## config.mk

```make
export PLATFORM = sky130hd
export DESIGN_NAME = fire_ctrl
export DESIGN_NICKNAME = d
export VERILOG_FILES = /design/src/rtl/fire_ctrl.sv
export SDC_FILE = /design/constraint.sdc
export NUM_CORES = 1
export LEC_CHECK = 0
export CORE_MARGIN = 5
export CORE_UTILIZATION = 35
export CTS_CLUSTER_SIZE = 30
export DETAILED_ROUTE_END_ITERATION = 12
export GPL_TIMING_DRIVEN = 0
export HOLD_SLACK_MARGIN = 0.03
export PLACE_DENSITY = 0.65
export SYNTH_ARGS = -nofsm -noshare
export SYNTH_HDL_FRONTEND = slang
export SYNTH_SLANG_ARGS = --single-unit
```

## constraint.sdc

```tcl
create_clock -name clk -period 4.3 [get_ports clk]
set_clock_uncertainty 0.05 [all_clocks]
set_input_delay 0.645 -clock clk [delete_from_list [all_inputs] [get_ports clk]]
set_output_delay 0.645 -clock clk [all_outputs]
set_load 0.05 [all_outputs]
```

## src/rtl/fire_ctrl.sv

```systemverilog
// Per-tank fire scheduler: turns a fire button into single-cycle fire pulses,
// gated by free bullet slots, a post-shot cooldown and a reloading magazine.
module fire_ctrl #(
    parameter int unsigned MAX_BULLETS   = 8,
    parameter int unsigned COOLDOWN      = 16,
    parameter int unsigned AMMO          = 5,
    parameter int unsigned RELOAD_CYCLES = 256,
    parameter int unsigned TANK_SIZE     = 32,
    parameter int unsigned BULLET_SIZE   = 8
) (
    input  logic                   clk,
    input  logic                   reset,
    input  logic                   game_over,
    input  logic                   fire_btn,
    input  logic [9:0]             tank_x,
    input  logic [9:0]             tank_y,
    input  logic [1:0]             tank_dir,
    input  logic [MAX_BULLETS-1:0] bullet_active,
    output logic                   fire,
    output logic [1:0]             bullet_dir,
    output logic [9:0]             init_x,
    output logic [9:0]             init_y,
    output logic [3:0]             ammo_cnt,
    output logic                   reloading
);

    localparam int unsigned CNT_MAX = (COOLDOWN > RELOAD_CYCLES) ? COOLDOWN : RELOAD_CYCLES;
    localparam int unsigned CW      = $clog2(CNT_MAX + 1);
    localparam int unsigned OFFSET  = (TANK_SIZE - BULLET_SIZE) / 2;

    typedef enum logic [1:0] {
        ST_READY  = 2'd0,
        ST_COOL   = 2'd1,
        ST_RELOAD = 2'd2
    } state_t;

    state_t          state, state_nxt;
    logic            fire_btn_q;
    logic            pending, pending_nxt;
    logic [1:0]      dir_q, dir_nxt;
    logic [CW-1:0]   cool_cnt, cool_nxt;
    logic [CW-1:0]   rel_cnt, rel_nxt;
    logic            fire_nxt;
    logic [1:0]      bullet_dir_nxt;
    logic [9:0]      init_x_nxt, init_y_nxt;
    logic [3:0]      ammo_nxt;
    logic            reloading_nxt;

    logic            press_c;
    logic            request_c;
    logic            can_shoot_c;
    logic            issue_c;

    // Registers: state, request tracking, counters and all outputs
    always_ff @(posedge clk) begin
        if (reset) begin
            state      <= ST_READY;
            fire_btn_q <= 1'b0;
            pending    <= 1'b0;
            dir_q      <= 2'd0;
            cool_cnt   <= '0;
            rel_cnt    <= '0;
            fire       <= 1'b0;
            bullet_dir <= 2'd0;
            init_x     <= 10'd0;
            init_y     <= 10'd0;
            ammo_cnt   <= 4'(AMMO);
            reloading  <= 1'b0;
        end else begin
            state      <= state_nxt;
            fire_btn_q <= fire_btn;
            pending    <= pending_nxt;
            dir_q      <= dir_nxt;
            cool_cnt   <= cool_nxt;
            rel_cnt    <= rel_nxt;
            fire       <= fire_nxt;
            bullet_dir <= bullet_dir_nxt;
            init_x     <= init_x_nxt;
            init_y     <= init_y_nxt;
            ammo_cnt   <= ammo_nxt;
            reloading  <= reloading_nxt;
        end
    end

    // Next-state: issue decision, pending flag, countdowns and output staging
    always_comb begin
        state_nxt      = state;
        pending_nxt    = pending;
        dir_nxt        = dir_q;
        cool_nxt       = cool_cnt;
        rel_nxt        = rel_cnt;
        fire_nxt       = 1'b0;
        bullet_dir_nxt = bullet_dir;
        init_x_nxt     = init_x;
        init_y_nxt     = init_y;
        ammo_nxt       = ammo_cnt;

        // A fresh press may issue in its own cycle so the pulse lands one cycle later.
        press_c     = fire_btn & ~fire_btn_q;
        request_c   = pending | press_c;
        // Cooldown reaching zero counts as ready, keeping the fire-to-fire gap at COOLDOWN.
        can_shoot_c = (state == ST_READY) || ((state == ST_COOL) && (cool_cnt == '0));
        issue_c     = request_c & can_shoot_c & ~game_over & ~(&bullet_active)
                      & (ammo_cnt != 4'd0) & ~fire;

        if (game_over) begin
            pending_nxt = 1'b0;
        end else if (issue_c) begin
            pending_nxt = 1'b0;
        end else if (press_c && !pending) begin
            pending_nxt = 1'b1;
            dir_nxt     = tank_dir;
        end

        case (state)
            ST_COOL: begin
                if (cool_cnt == '0) begin
                    state_nxt = ST_READY;
                end else begin
                    cool_nxt = cool_cnt - CW'(1);
                end
            end
            ST_RELOAD: begin
                if (rel_cnt == '0) begin
                    state_nxt = ST_READY;
                    ammo_nxt  = 4'(AMMO);
                end else begin
                    rel_nxt = rel_cnt - CW'(1);
                end
            end
            default: begin
                state_nxt = state;
            end
        endcase

        if (issue_c) begin
            fire_nxt       = 1'b1;
            bullet_dir_nxt = pending ? dir_q : tank_dir;
            init_x_nxt     = tank_x + 10'(OFFSET);
            init_y_nxt     = tank_y + 10'(OFFSET);
            ammo_nxt       = ammo_cnt - 4'd1;
            if (ammo_cnt == 4'd1) begin
                state_nxt = ST_RELOAD;
                rel_nxt   = CW'(RELOAD_CYCLES - 1);
            end else begin
                state_nxt = ST_COOL;
                cool_nxt  = CW'(COOLDOWN - 1);
            end
        end

        reloading_nxt = (state_nxt == ST_RELOAD);
    end

endmodule
```

==> impl_metrics.csv, run 1 <==
group,metric,value,unit
status,status,"finished, final reports clean",
clock_network,hold_buffers,0,
sta,setup_viol,0,
clock_network,clk_pin_slew,100,ps
finish,diodes,0,
setup_path,path_buf_inv,2,
global_routing,top_usage_layer,"met2",
power_and_ir_drop,peakVddDrop,120.5,µV
synthesis,yosys.area.top_type,"dfxtp_1",
setup_path,critPathLaunchType,"primary input",
detailed_routing,wirelength,6.839,mm
synthesis,synth_edf_count,0,
global_routing,grt_pass1_wl,11.14,mm
floorplan,ioPinCount,62,
power_and_ir_drop,leakage,1.205,nW
synthesis,synth_top_area_share,38.90,%
finish,fillerInstances,685,
synthesis,ys_types,53,
synthesis,synth_common_cells,"52 x dfxtp_1, 20 x a31oi_1, 18 x a21oi_1",
synthesis,yosysMostFrequentCell,"dfxtp_1",
clock_network,cts_resized,0,
floorplan,num_rows,31,
sta,rsz0062_at_grt,"no",
setup_path,cp_top_family,"compound AO/OA/AOI/OAI gates",
setup_path,worstPathCellList,"clkdlybuf4s50_1 > and4_1 > a221oi_2 > nand4_1 > clkbuf_1 > a31oi_1",
global_routing,grtUsageMet2,21.93,%
clock_network,clock-root-buffer,"clkbuf_8",
synthesis,async_reset_ff_share,0,%
sta,period_minus_slack,2524,ps
global_routing,grt_use_met3,3.230,%
floorplan,die_height,97.45,µm
setup_path,timing_worst_setup_path_type,"in -> reg",
sta,fin_crit_sh,58.69,%
global_routing,antenna_found_initial,0,
placement,gp_congestion,0.8216,
setup_path,end_kind,"flip-flop",
synthesis,ys_ff_latch,52,
synthesis,syn-cell-area,2676,µm²
finish,final_nets,404,
sta,worstMarginPinSlew,809.2,ps
detailed_routing,drt-initial-drc-count,76,
setup_path,max_stage_delay,680,ps
sta,finalWorstSetupSlack,1776,ps
global_routing,grt_usage,13.85,%
flow_run,cap_violations,0,
synthesis,syn_nets,336,
setup_path,cpMaxStageDelayCell,"a221oi_2",
detailed_routing,via_count,2511,
synthesis,yosysSeqAreaShare,38.90,%
setup_path,path_max_fanout,10,
global_routing,overflow,0,
clock_network,cts_tree,"built",
sta,finalSetupTns,0,ps
sta,max_freq,0.3963,GHz
floorplan,die_area,9496,µm²
clock_network,clk_latency,310,ps
detailed_routing,vias_per_cell,5.459,
power_and_ir_drop,cellPowerDensity,342.8,nW/µm²
placement,dpl.hpwl,5.029,mm
clock_network,clock_path_buffers,2,
synthesis,syn_avg_cell_area,9.165,µm²
detailed_routing,drt_first_pass_iters,4,
finish,stdcell_area,3532,µm²
setup_path,cp_data_arrival_time,2700,ps
sta,slew_violations,0,
sta,relSlewSlack,46.05,%
floorplan,coreArea,7331,µm²
detailed_routing,wl_per_cell,14.87,µm
min_path,hp-class,"reg -> reg",
clock_network,cts_setup_buffers,0,
setup_path,cp_data_required_time,4480,ps
global_routing,grt_util_met1,18.38,%
floorplan,start_util,36.51,%
finish,drive_above_1_share,8.033,%
detailed_routing,final_antenna_net_count,0,
placement,portBuffers,61,
synthesis,postSynthCellCount,292,
floorplan,die_w,97.45,µm
synthesis,ys_top_cells_by_area,"dfxtp_1 39%, xor2_1 4.9%, a31oi_1 4.7%",
finish,area_growth_syn_to_layout,31.98,%
synthesis,ys.flop_type,"dfxtp_1",
clock_network,clock_sinks,52,
sta,hold_slack,421.9,ps
clock_network,h-tree-depth,2,
placement,place_ws,1448,ps
placement,dpl-instance-area,3411,µm²
detailed_routing,drc,0,
synthesis,synth_warnings,0,
power_and_ir_drop,p_total,1.211,mW
clock_network,cts_buffers,5,
global_routing,grt_max_degree,17,
global_routing,grt_pass1_vias,2301,
sta,finalHoldViolations,0,
## path summary, 6_finish.rpt
check	slack, ps	from	depth (start not counted)	endpoint
setup / recovery	1780	bullet_active[2]	6	rel_cnt[1]
hold / removal	420	dir_q[1]	2	dir_q[1]
setup reg to reg	1820	cool_cnt[0]	7	reloading
hold reg to reg	420	dir_q[1]	2	dir_q[1]
## state kept, by name, indices dropped and copies added, names as in the netlist
name and flops:
cool_cnt 9, bullet_dir 2, pending 1, init_y 10, state 2, ammo_cnt 4
reloading 1, fire 1, init_x 10, fire_btn_q 1, dir_q 2, rel_cnt 9
## placed cells by master, fill, tap and decap left out, drive strengths merged, types with 4 or more instances in the layout
cell,count
a211oi,16
a21oi,18
a31oi,20
buf,6
clkbuf,21
clkdlybuf4s50,61
dfxtp,52
ha,10
inv,14
mux2i,4
nand2,12
nand4,11
nor2,11
nor3,7
nor4,4
o2111ai,7
o211ai,4
o21ai,5
o31ai,9
or4,9
xnor2,8
xor2,15
## cell type report
cell class | count | area [µm²] | area share (%)
Buffer | 21 | 87.58 | 2.480
Clock buffer | 6 | 82.58 | 2.338
Clock inverter | 2 | 38.79 | 1.098
Inverter | 15 | 56.30 | 1.594
Multi-Input combinational cell | 204 | 1491 | 42.22
Sequential cell | 52 | 1041 | 29.47
Tap cell | 99 | 123.9 | 3.507
Timing Repair Buffer | 61 | 610.6 | 17.29
## routing by layer
layer  part of all wire, %  wire, µm
met1                    47      3204
met2                    46      3159
met3                   5.4       372
met4                   1.5       103
met5                     0         0
## worst min-delay path, delay by kind of cell (launching register included)
| kind | cells | cell delay [ps] |
|---|---|---|
| muxes | 1 | 60 |
| and+or+nand+nor | 1 | 50 |
| DFF | 1 | 320 |
## power breakdown
group	total, mW	internal (mW)	switching, mW
Clock	0.359	0.191	0.168
Sequential	0.535	0.511	0.0238
Combinational	0.317	0.125	0.192
## stage by stage
| step | std cells | utilization, % |
|---|---|---|
| 3_3_place_gp | 452 | 46.53 |
| 3_5_place_dp | 452 | 46.53 |
| 5_1_grt | 460 | 48.18 |
| 2_1_floorplan | 292 | - |
| 6_report | 460 | 48.18 |
| 4_1_cts | 460 | 48.18 |
## cells by family (layout without fill, tap and decap cells)
family	after synthesis	count (layout)	synth area share [%]
compound gates	95	95	25.85
simple gates	72	72	16.18
flops	52	52	38.90
buf+inv	36	105	5.376
xor+xnor	23	23	7.527
fa+ha+maj	10	10	4.675
mux	4	4	1.496
(Power assumes the default switching activity.)
==> inputs of run 2 (changes only) <==
==> constraint.sdc (replaced) <==
create_clock -name clk -period 2.48 [get_ports clk]
set_clock_uncertainty 0.05 [all_clocks]
set_input_delay 0.372 -clock clk [delete_from_list [all_inputs] [get_ports clk]]
set_output_delay 0.372 -clock clk [all_outputs]
set_load 0.05 [all_outputs]
==> run 2 against run 1 <==
  * Critical path depth is 1 higher
  * Die area is the same
  * Via count rose by 1.0%
  * Largest power group unchanged
  * Global-route usage stayed put
  * Flip-flop and latch count unchanged
  * Critical path type is now reg -> reg
  * Count of clock-buffer cells in the layout is the same
  * First-iteration DRC count down 5.3%
  * Power increased by 74%
  * Register-to-register slack worse by 1600 ps
  * Highest routed layer unchanged
==> impl_metrics.csv, run 2 (synthesis gave the netlist of run 1 again) <==
group,metric,value,unit
status,status,"finished, final reports clean",
clock_network,hold_buffers,0,
flow_run,cap_violations,0,
detailed_routing,drc,0,
setup_path,r2r_start,"cool_cnt[0]",
placement,dpl.hpwl,5.029,mm
floorplan,die_area,9496,µm²
setup_path,r2r_end,"ammo_cnt[2]",
finish,fin_cells,460,
global_routing,grt_max_degree,17,
power_and_ir_drop,power_frac_clock,29.5,%
placement,gp_congestion,0.8216,
detailed_routing,wl_per_cell,14.91,µm
clock_network,clk_pin_slew,100,ps
finish,multi_input_area,1508,µm²
detailed_routing,wl_met1,3.194,mm
floorplan,num_rows,31,
min_path,worstHoldStart,"dir_q[1]",
clock_network,clk_latency,310,ps
power_and_ir_drop,intPower,1.437,mW
global_routing,grt_usage,13.85,%
finish,fillerInstances,683,
floorplan,die_height,97.45,µm
sta,slew_violations,0,
setup_path,critPathLaunchType,"flip-flop",
power_and_ir_drop,p_total,2.103,mW
finish,diodes,0,
floorplan,ioPinCount,62,
placement,place_inst,452,
clock_network,clock-root-buffer,"clkbuf_8",
detailed_routing,drt_first_pass_iters,4,
power_and_ir_drop,netSwitchingPower,0.6665,mW
finish,most-common-layout-cells,"61 x clkdlybuf4s50_1, 52 x dfxtp_1, 20 x a31oi_1",
detailed_routing,dr_wl_met3,375,µm
clock_network,cts_buffers,5,
sta,worstMarginPinSlew,675.3,ps
clock_network,cts_setup_buffers,0,
clock_network,h-tree-depth,2,
finish,reg.largest.list,"init_x: 10 flops, init_y: 10 flops",
sta,rsz0062_at_grt,"no",
floorplan,coreArea,7331,µm²
clock_network,clock_path_buffers,2,
setup_path,r2r_cells,7,
global_routing,grt_pass1_wl,11.14,mm
sta,setup_viol,0,
detailed_routing,wirelength,6.859,mm
min_path,whs_endpoint,"dir_q[1]",
floorplan,start_util,36.51,%
setup_path,cp_data_arrival_time,2420,ps
finish,final_common_cell,"clkdlybuf4s50_1",
sta,fin_crit_sh,91.36,%
finish,drive_above_1_share,8.864,%
setup_path,timing_worst_setup_path_type,"reg -> reg",
global_routing,antenna_found_initial,0,
sta,finalHoldViolations,0,
min_path,hp-class,"reg -> reg",
min_path,whs_path_depth,2,
clock_network,clock_sinks,52,
detailed_routing,via_count,2536,
sta,period_minus_slack,2266,ps
power_and_ir_drop,switching_share,31.69,%
sta,max_freq,0.4414,GHz
clock_network,cts_tree,"built",
sta,relSlewSlack,54.98,%
finish,area_growth_syn_to_layout,32.68,%
global_routing,overflow,0,
placement,portBuffers,61,
power_and_ir_drop,pwr-share-seq,44.1,%
setup_path,end_kind,"flip-flop",
finish,regArea,1041,µm²
power_and_ir_drop,peakVddDrop,209.3,µV
power_and_ir_drop,combPwrFrac,26.4,%
detailed_routing,drt-initial-drc-count,72,
detailed_routing,wl_met2,3.195,mm
detailed_routing,vias_per_cell,5.513,
sta,finalSetupTns,0,ps
global_routing,grt_pass1_vias,2301,
sta,hold_slack,421.9,ps
detailed_routing,final_antenna_net_count,0,
setup_path,cp_data_required_time,2640,ps
detailed_routing,routed.top_layer,"met4",
floorplan,die_w,97.45,µm
power_and_ir_drop,leakage,1.214,nW
power_and_ir_drop,cellPowerDensity,592.4,nW/µm²
setup_path,r2r_slack,210,ps
finish,final_nets,404,
setup_path,path_max_fanout,10,
[run 2: worst max path at each step]
stage | from | slack [ps] | to | cells past startpoint
2_1_floorplan | ammo_cnt[0] | 180 | init_x[2] | 6
3_3_place_gp | bullet_active[6] | -90 | reloading | 6
3_5_place_dp | bullet_active[2] | -100 | rel_cnt[1] | 6
4_1_cts | cool_cnt[0] | 8 | reloading | 7
5_1_grt | cool_cnt[0] | 60 | ammo_cnt[2] | 7
6_report | cool_cnt[0] | 210 | ammo_cnt[2] | 7
[run 2: metal layers]
| metal | vias up | global-route usage [%] |
|---|---|---|
| met4 | 0 | 5.005 |
| met5 | - | 0 |
| li1 | 1263 | - |
| met1 | 1193 | 18.38 |
| met2 | 72 | 21.93 |
| met3 | 8 | 3.230 |
[run 2: worst max-delay path, stage by stage, from the launching register on]
cell and delay, ps:
dfxtp_1 360, inv_1 70, ha_1 240, nor3b_2 190, a41oi_1 410, clkbuf_1 430
o31ai_2 120, o311a_1 300
[run 2: what timing repair did]
action,4_1_cts,5_1_grt
setup endpoints to repair,0,29
hold endpoints to repair,0,0
gates resized for setup,0,6
[run 2: power groups by stage]
stage | logic, mW | clock network [mW] | registers, mW
after floorplan | 0.249 | 0 | 1.05
after global placement | 0.540 | 0 | 0.947
after detailed placement | 0.546 | 0 | 0.947
after CTS | 0.551 | 0.634 | 0.928
after global routing | 0.600 | 0.660 | 0.935
final | 0.554 | 0.620 | 0.929
[run 2: layout make-up]
cell class	count	area share [%]
plain buffers	21	2.537
clock buffers	6	2.326
clock inverters	2	1.092
inverters	15	1.586
multi-input cells	204	42.46
flip-flops and latches	52	29.32
well taps	99	3.488
repair buffers	61	17.20
[run 2: per-stage QoR]
step / util, % / worst slack (ps) / instance area [µm²]
final: 48.44 / 214.3 / 3551
after floorplan: - / 179.7 / 2676
after detailed placement: 46.53 / -98.86 / 3411
after global routing: 48.44 / 56.06 / 3551
after global placement: 46.53 / -85.47 / 3411
after CTS: 48.18 / 7.581 / 3532
==> inputs of run 3 (changes only) <==
--- a/config.mk
+++ b/config.mk
@@ -6,12 +6,12 @@
 export NUM_CORES = 1
 export LEC_CHECK = 0
 export CORE_MARGIN = 5
-export CORE_UTILIZATION = 35
+export CORE_UTILIZATION = 50
 export CTS_CLUSTER_SIZE = 30
 export DETAILED_ROUTE_END_ITERATION = 12
 export GPL_TIMING_DRIVEN = 0
 export HOLD_SLACK_MARGIN = 0.03
-export PLACE_DENSITY = 0.65
+export PLACE_DENSITY = 0.86
 export SYNTH_ARGS = -nofsm -noshare
 export SYNTH_HDL_FRONTEND = slang
 export SYNTH_SLANG_ARGS = --single-unit
==> run 3 against run 2 <==
  * Sequential power hardly changed
  * Critical path depth unchanged
  * Largest power group unchanged
  * Count of clock-buffer cells in the layout unchanged
  * Combinational power grew 2%
  * Clock power is 4.2% lower
  * Largest cell class unchanged
  * Register-to-register slack worse by 60 ps
  * Power fell by 0.83%
  * Highest routed layer unchanged
==> impl_metrics.csv, run 3 (synthesis gave the netlist of run 1 again) <==
group,metric,value,unit
floorplan,die_height,83.16,µm
global_routing,overflow,0,
min_path,worstHoldStart,"init_y[1]",
min_path,whs_endpoint,"init_y[1]",
clock_network,clk_pin_slew,100,ps
sta,rsz0062_at_grt,"no",
global_routing,grt_max_degree,17,
detailed_routing,via_count,2593,
setup_path,end_kind,"flip-flop",
flow_run,cap_violations,0,
global_routing,grt_usage,19.95,%
floorplan,die_area,6916,µm²
clock_network,clock_sinks,52,
status,status,"finished, final reports clean",
finish,most-common-layout-cells,"61 x clkdlybuf4s50_1, 52 x dfxtp_1, 20 x a31oi_1",
setup_path,max_stage_delay,480,ps
clock_network,hold_buffers,0,
setup_path,cp_top_family,"compound AO/OA/AOI/OAI gates",
sta,slew_violations,0,
finish,reg.largest.list,"init_x: 10 flops, init_y: 10 flops",
detailed_routing,wl_per_cell,16.17,µm
clock_network,clock-root-buffer,"clkbuf_8",
finish,drive_above_1_share,8.587,%
setup_path,cp_data_required_time,2640,ps
placement,dpl.hpwl,5.048,mm
sta,finalHoldViolations,0,
sta,finalSetupTns,0,ps
placement,gp_congestion,0.8501,
sta,worstMarginPinSlew,672.2,ps
clock_network,clock_path_buffers,2,
setup_path,cp_data_arrival_time,2480,ps
power_and_ir_drop,leakage,1.209,nW
finish,diodes,0,
detailed_routing,final_antenna_net_count,0,
placement,portBuffers,61,
detailed_routing,drc,0,
clock_network,clk_latency,310,ps
sta,fin_crit_sh,93.82,%
sta,setup_viol,0,
setup_path,cpMaxStageDelayCell,"a41oi_1",
setup_path,critPathLaunchType,"flip-flop",
min_path,whs_path_depth,2,
power_and_ir_drop,p_total,2.086,mW
clock_network,cts_buffers,5,
floorplan,num_rows,26,
setup_path,path_depth,7,
detailed_routing,wirelength,6.971,mm
setup_path,path_buf_inv,2,
clock_network,cts_tree,"built",
min_path,hp-class,"reg -> reg",
setup_path,timing_worst_setup_path_type,"reg -> reg",
detailed_routing,vias_per_cell,6.016,
floorplan,start_util,52.07,%
setup_path,r2r_start,"cool_cnt[0]",
finish,area_growth_syn_to_layout,30.95,%
finish,final_common_cell,"clkdlybuf4s50_1",
finish,final_nets,404,
floorplan,die_w,83.16,µm
power_and_ir_drop,cellPowerDensity,595.2,nW/µm²
clock_network,h-tree-depth,2,
global_routing,antenna_found_initial,0,
floorplan,ioPinCount,62,
power_and_ir_drop,peakVddDrop,327.3,µV
sta,max_freq,0.4298,GHz
sta,relSlewSlack,55.19,%
sta,period_minus_slack,2327,ps
setup_path,r2r_slack,150,ps
setup_path,worstPathCellList,"inv_1 > ha_1 > nor3b_2 > a41oi_1 > clkbuf_1 > o31ai_2 > o311a_1",
global_routing,grt_pass1_vias,2448,
setup_path,r2r_cells,7,
detailed_routing,drt_first_pass_iters,4,
clock_network,cts_setup_buffers,0,
finish,fillerInstances,425,
global_routing,grt_pass1_wl,11.66,mm
floorplan,coreArea,5140,µm²
setup_path,r2r_end,"ammo_cnt[2]",
setup_path,path_max_fanout,10,
detailed_routing,drt-initial-drc-count,259,
-- run 3: cell count changes in the layout (fill, tap and decap cells not counted) --
cell	change
clkbuf_1	+1
inv_6	+1
clkbuf_8	-1
clkinv_4	-1
-- run 3: how the worst max path moves through the flow --
stage	from	endpoint
floorplan	ammo_cnt[0]	init_x[2]
global placement	bullet_active[6]	reloading
detailed placement	bullet_active[6]	reloading
CTS	ammo_cnt[0]	bullet_dir[1]
global route	state[1]	ammo_cnt[0]
finish	cool_cnt[0]	ammo_cnt[2]
-- run 3: through the flow --
step / worst slack, ps / hold slack [ps] / area (µm²) / util (%) / cells
floorplan: 179.7 / 384.4 / 2676 / - / 292
global placement: -26.40 / 393.4 / 3374 / 65.65 / 423
detailed placement: -108.8 / 411.9 / 3374 / 65.65 / 423
CTS: 20.97 / 425.8 / 3488 / 67.87 / 431
global route: 9.543 / 447.9 / 3505 / 68.18 / 431
finish: 153.2 / 422.8 / 3505 / 68.18 / 431
-- run 3: routing by layer --
layer  share of wire [%]  up-vias  wire, µm  track usage, %
li1                    -     1259         -               -
met1                  45     1233      3118           25.29
met2                  48       89      3333           33.53
met3                 5.5       12       384           4.950
met4                 1.9        0       135           5.646
met5                   0        -         0               0
-- run 3: final cells by class --
| cell class | instances | area [µm²] | area share (%) |
|---|---|---|---|
| well taps | 70 | 87.58 | 2.499 |
| flip-flops and latches | 52 | 1041 | 29.70 |
| repair buffers | 61 | 610.6 | 17.42 |
| clock buffers | 6 | 72.57 | 2.071 |
| inverters | 15 | 56.30 | 1.607 |
| plain buffers | 21 | 90.09 | 2.571 |
| clock inverters | 2 | 38.79 | 1.107 |
| multi-input cells | 204 | 1508 | 43.02 |
-- run 3: worst min-delay path, cell delays in order, from the launching register on --
cell,delay (ps)
dfxtp_1,320
o31ai_1,60
a21oi_1,60
-- run 3: timing repair --
action | in CTS | in global routing
setup endpoints to repair | 5 | 37
resized for setup | 2 | 2
pin swaps | 0 | 0
-- run 3: where the power goes --
| group | switching [mW] | leakage, nW | internal [mW] |
|---|---|---|---|
| Combinational | 0.342 | 0.729 | 0.221 |
| Sequential | 0.0420 | 0.424 | 0.886 |
| Clock | 0.289 | 0.0558 | 0.305 |
